$ cat config.mk
export PLATFORM = sky130hd
export DESIGN_NAME = stall_controller
export DESIGN_NICKNAME = d
export VERILOG_FILES = /design/src/rtl/stall_controller.sv
export SDC_FILE = /design/constraint.sdc
export NUM_CORES = 1
export LEC_CHECK = 0
export ABC_AREA = 1
export BUFFER_PORTS_ARGS = -buffer_cell sky130_fd_sc_hd__buf_2
export CAP_MARGIN = 20
export CORE_AREA = 2 2 47 49
export DETAILED_ROUTE_END_ITERATION = 10
export DIE_AREA = 0 0 49 51
export PLACE_DENSITY_LB_ADDON = 0.25
export SETUP_SLACK_MARGIN = 0.2
export SYNTH_ARGS = -nofsm -noshare
export SYNTH_HDL_FRONTEND = slang
export SYNTH_SLANG_ARGS = --single-unit
$ cat constraint.sdc
create_clock -name clk -period 2.75 [get_ports clk]
set_input_delay 0.1375 -clock clk [delete_from_list [all_inputs] [get_ports clk]]
set_output_delay 0.1375 -clock clk [all_outputs]
set_load 0.02 [all_outputs]
$ cat src/rtl/stall_controller.sv
// stall_controller
//   Interlock for a 5-stage pipeline using a Tuse/Tnew scoreboard. A shadow
//   copy of the destination/Tnew fields of ID/EX and EX/MEM is kept here and
//   compared against the operands the ID instruction reads. A stall freezes
//   PC and IF/ID and loads a bubble into ID/EX.
//
//   Build option: define MD_STALL_EN to include the multiply/divide busy
//   counter. When it is left undefined, md_busy is tied low and the MD
//   inputs are ignored.
//
// Ports
//   clk           pipeline clock, rising edge
//   reset         asynchronous, active-high reset
//   id_valid      ID holds a real instruction (0 = bubble)
//   id_rs, id_rt  source registers read in ID
//   id_tuse_rs/rt cycles until operand is needed (3 = operand unused)
//   id_a3         destination register (0 = no write)
//   id_tnew       cycles after entering EX until result is forwardable
//   id_md_start   ID instruction starts a mult/multu/div/divu
//   id_md_div     qualifies id_md_start as a divide
//   id_uses_hilo  ID instruction touches HI/LO (mf/mt or MD start)
//   flush         synchronous flush of ID/EX and EX/MEM
//   stall         freeze PC and IF/ID
//   bubble_idex   load a nop into ID/EX on this edge
//   md_busy       multiply/divide unit occupied
module stall_controller (
  input  logic       clk,
  input  logic       reset,
  input  logic       id_valid,
  input  logic [4:0] id_rs,
  input  logic [4:0] id_rt,
  input  logic [1:0] id_tuse_rs,
  input  logic [1:0] id_tuse_rt,
  input  logic [4:0] id_a3,
  input  logic [1:0] id_tnew,
  input  logic       id_md_start,
  input  logic       id_md_div,
  input  logic       id_uses_hilo,
  input  logic       flush,
  output logic       stall,
  output logic       bubble_idex,
  output logic       md_busy
);

  logic [4:0] ex_a3;
  logic [1:0] ex_tnew;
  logic [4:0] mem_a3;
  logic [1:0] mem_tnew;

  logic haz_rs;
  logic haz_rt;
  logic md_haz;
  logic accept;

  // Register 0 and unused operands never interlock; a match only stalls when
  // the producer cannot forward in time (tuse < tnew).
  function automatic logic src_hazard(input logic [4:0] rs,
                                      input logic [1:0] tuse,
                                      input logic [4:0] ex_r,
                                      input logic [1:0] ex_t,
                                      input logic [4:0] mem_r,
                                      input logic [1:0] mem_t);
    logic hit;
    hit = 1'b0;
    if (rs != 5'd0 && tuse != 2'd3) begin
      if (rs == ex_r && tuse < ex_t)
        hit = 1'b1;
      if (rs == mem_r && tuse < mem_t)
        hit = 1'b1;
    end
    return hit;
  endfunction

  always_comb begin
    haz_rs      = src_hazard(id_rs, id_tuse_rs, ex_a3, ex_tnew, mem_a3, mem_tnew);
    haz_rt      = src_hazard(id_rt, id_tuse_rt, ex_a3, ex_tnew, mem_a3, mem_tnew);
    stall       = (haz_rs | haz_rt | md_haz) & id_valid;
    bubble_idex = stall | flush;
    accept      = id_valid & ~stall & ~flush;
  end

  always_ff @(posedge clk or posedge reset) begin
    if (reset) begin
      ex_a3    <= '0;
      ex_tnew  <= '0;
      mem_a3   <= '0;
      mem_tnew <= '0;
    end else begin
      if (accept) begin
        ex_a3   <= id_a3;
        ex_tnew <= id_tnew;
      end else begin
        ex_a3   <= '0;
        ex_tnew <= '0;
      end
      if (flush) begin
        mem_a3   <= '0;
        mem_tnew <= '0;
      end else begin
        mem_a3   <= ex_a3;
        mem_tnew <= (ex_tnew == 2'd0) ? 2'd0 : ex_tnew - 2'd1;
      end
    end
  end

`ifdef MD_STALL_EN
  logic [3:0] md_count;

  // A flush only blocks a new load (via accept); an operation already
  // running keeps counting down.
  always_ff @(posedge clk or posedge reset) begin
    if (reset)
      md_count <= '0;
    else if (accept && id_md_start)
      md_count <= id_md_div ? 4'd10 : 4'd5;
    else if (md_count != 4'd0)
      md_count <= md_count - 4'd1;
  end

  always_comb begin
    md_busy = (md_count != 4'd0);
    md_haz  = id_uses_hilo & md_busy;
  end
`else
  logic unused_md_inputs;

  always_comb begin
    md_busy          = 1'b0;
    md_haz           = 1'b0;
    unused_md_inputs = ^{id_md_start, id_md_div, id_uses_hilo};
  end
`endif

endmodule

==> flow_metrics.py <==
metrics = {
    "setup_path": {
        "crit_family": "simple AND/OR/NAND/NOR gates",
        "startpoint_type": "flip-flop",
        "critPathRequiredTime_ns": 2.61,
        "path_buf_inv": 2,
        "crit_path_frequent_cell": "nand2_1",
        "slowest_stage": "dfrtp_1",
        "critPathCaptureType": "primary output",
        "crit_arrival_ns": 1.75,
        "worstPathCellList": "inv_1 -> ha_1 -> a21boi_0 -> nor2_1 -> nand3_1 -> nand2_1 -> nand2_2 -> nand2_1 -> nand2_1 -> nand2_1 -> buf_2",
        "worstPathMaxFanout": 3,
        "crit_path_max_incr_delay_ns": 0.38,
        "crit_type": "flip-flop to primary output",
    },
    "floorplanning": {
        "die_width_um": 49,
        "die_area_mm2": 0.00250,
        "start_util_pct": 48.8,
        "ios": 31,
        "row_count": 17,
        "core_mm2": 0.00206,
        "die_h_um": 51,
    },
    "placement": {
        "io_buffers": 26,
        "dp_slack_ns": 1.14,
        "hpwl_um": 1760,
        "place.gp.congestion": 0.834,
    },
    "yosys": {
        "yosysUniqueCellTypes": 20,
        "netlist_area_mm2": 0.00101,
        "async_flop_share_pct": 100,
        "synthTopCellsByCount": "nand2_1, inv_1, nor2_1, dfrtp_1",
        "synth-main-ff-cell": "dfrtp_1",
        "synth_nets": 191,
        "synth_cells": 159,
        "synth_top_area_share_pct": 34.8,
        "seq_area_frac_synth_pct": 34.8,
        "synth.avg_cell_area_um2": 6.33,
        "synth_seq_cells": 14,
        "synth_most_common_cell": "nand2_1",
        "yosys-top-cells-area": "dfrtp_1, nand2_1, inv_1",
        "ys_warn_count": 0,
        "synth_largest_area_cell": "dfrtp_1",
        "synth_edf_count": 0,
    },
    "route": {
        "vias_per_cell": 4.64,
        "wl_per_cell_um": 9.80,
        "final_antenna_net_count": 0,
        "route.detailed.drc": 0,
        "num_vias": 997,
        "first_iter_violations": 11,
        "wl_um": 2110,
        "drt_pre_antenna_iters": 4,
    },
    "sta": {
        "setup_ws_ns": 0.861,
        "max_freq_mhz": 529,
        "finalHoldViolCount": 0,
        "finClkSkew_ns": 0.00416,
        "rsz0062_at_grt": "false",
        "holdWs_ns": 0.0666,
        "period_minus_slack_ns": 1.89,
        "tns_ns": 0,
        "worst_slew_pin_slew_ns": 0.540,
        "setup_viol": 0,
        "relSlewSlack_pct": 64.0,
        "min_period_over_period_pct": 68.7,
        "drv_slew": 0,
    },
    "clock_tree": {
        "ctsResizeCount": 0,
        "cts_setup_buffers": 0,
        "clk_path_buf_depth": 2,
        "clk_pin_slew_ns": 0.08,
        "numCtsBuffers": 3,
        "insertion_delay_ns": 0.27,
        "root_buffer": "clkbuf_4",
        "cts_tree": "built",
        "htree_levels": 1,
        "clock-sinks": 14,
    },
    "grt": {
        "antenna_found_initial": 0,
        "grt_max_degree": 15,
        "grt_first_pass_wirelength_um": 3440,
        "grt.total_usage_pct": 18.3,
        "grt_overflow": 0,
        "grt_pass1_vias": 863,
    },
    "finish": {
        "fin_nets": 221,
        "area_growth_pct": 18.5,
        "diodes": 0,
        "drive_gt1_share_pct": 18.2,
    },
    "worst_hold_path": {
        "hp-class": "input port to flip-flop",
    },
    "pwr": {
        "power_density_mw_per_mm2": 351,
        "cellLeakagePower_nw": 0.732,
        "ir_worst_vdd_v": 0.000276,
    },
    "job": {
        "max-cap-violations": 0,
    },
    "outcome": {
        "status": "finished, final reports clean",
    },
}
[metal layers]
metal  GRT usage (%)  wire (um)  vias up  part of all wire [%]
li1                -          -      517                     -
met1            21.7        980      461                    46
met2            33.3       1060       17                    50
met3            2.63         55        2                   2.6
met4            7.14         16        0                  0.76
met5               0          0        -                     0
[tightest hold or removal path, cell delays in order]
cell and delay, ns:
buf_2 0.09, inv_1 0.04, nor2_1 0.03
[registers in the layout, indices dropped and copies added, names as in the netlist]
| signal | count |
|---|---|
| ex_tnew | 2 |
| mem_a3 | 5 |
| ex_a3 | 5 |
| mem_tnew | 2 |
[report_power, final]
part	switching (mW)	internal, mW
Combinational	0.0542	0.0379
Sequential	0.00620	0.212
Clock	0.0576	0.0505
[cell usage in the layout (no fill, tap or decap), drive strengths merged]
master | synthesis | final
nand4 | 2 | 2
dlygate4sd3 | 0 | 1
dfrtp | 14 | 14
nand3 | 6 | 6
xnor2 | 1 | 1
conb | 1 | 1
nand2 | 52 | 52
inv | 39 | 39
ha | 4 | 4
o21ai | 5 | 5
nor2 | 23 | 23
a21boi | 1 | 1
o21bai | 1 | 1
a21oi | 3 | 3
clkbuf | 1 | 3
nor3 | 1 | 1
xor2 | 4 | 4
buf | 1 | 26
[logic make-up after synthesis]
| kind of cell | synth area share [%] |
|---|---|
| adder cells (fa/ha/maj) | 4.97 |
| AO/OA/AOI/OAI | 5.47 |
| flip-flops | 34.8 |
| AND/OR/NAND/NOR | 34.4 |
| XOR/XNOR | 4.35 |
| other | 0.372 |
| buffers and inverters | 15.7 |
[through the flow]
step / power, mW / util (%) / instances / area (um^2)
after detailed placement: 0.314 / 56.3 / 211 / 1160
after global routing: 0.450 / 57.9 / 215 / 1190
final: 0.419 / 57.9 / 215 / 1190
after floorplan: 0.278 / - / 159 / 1010
after global placement: 0.310 / 56.3 / 211 / 1160
after CTS: 0.426 / 57.9 / 215 / 1190
[cell type report]
type	instances	area [um^2]
fill	212	870
sequential	14	350
tap	28	35.0
inverter	39	146
timing repair buffer	27	140
multi-input combinational	104	499
clock buffer	3	22.5
[repair_timing]
| item | 4_1_cts | 5_1_grt |
|---|---|---|
| endpoints found under the hold margin | 14 | 0 |
| setup endpoints to repair | 0 | 0 |
| hold buffers | 1 | 0 |
[path summary, 6_finish.rpt]
check	to	cells past startpoint	slack, ns	startpoint
max	bubble_idex	11	0.86	ex_tnew[1]
min in group asynchronous	mem_tnew[0]	3	0.45	reset
min reg2reg	mem_tnew[1]	2	0.49	ex_tnew[1]
max reg2reg	ex_a3[2]	9	1.31	ex_tnew[1]
min	ex_tnew[1]	3	0.07	id_tnew[1]
max in group asynchronous	ex_a3[1]	3	1.95	reset
(Power assumes the default switching activity.)
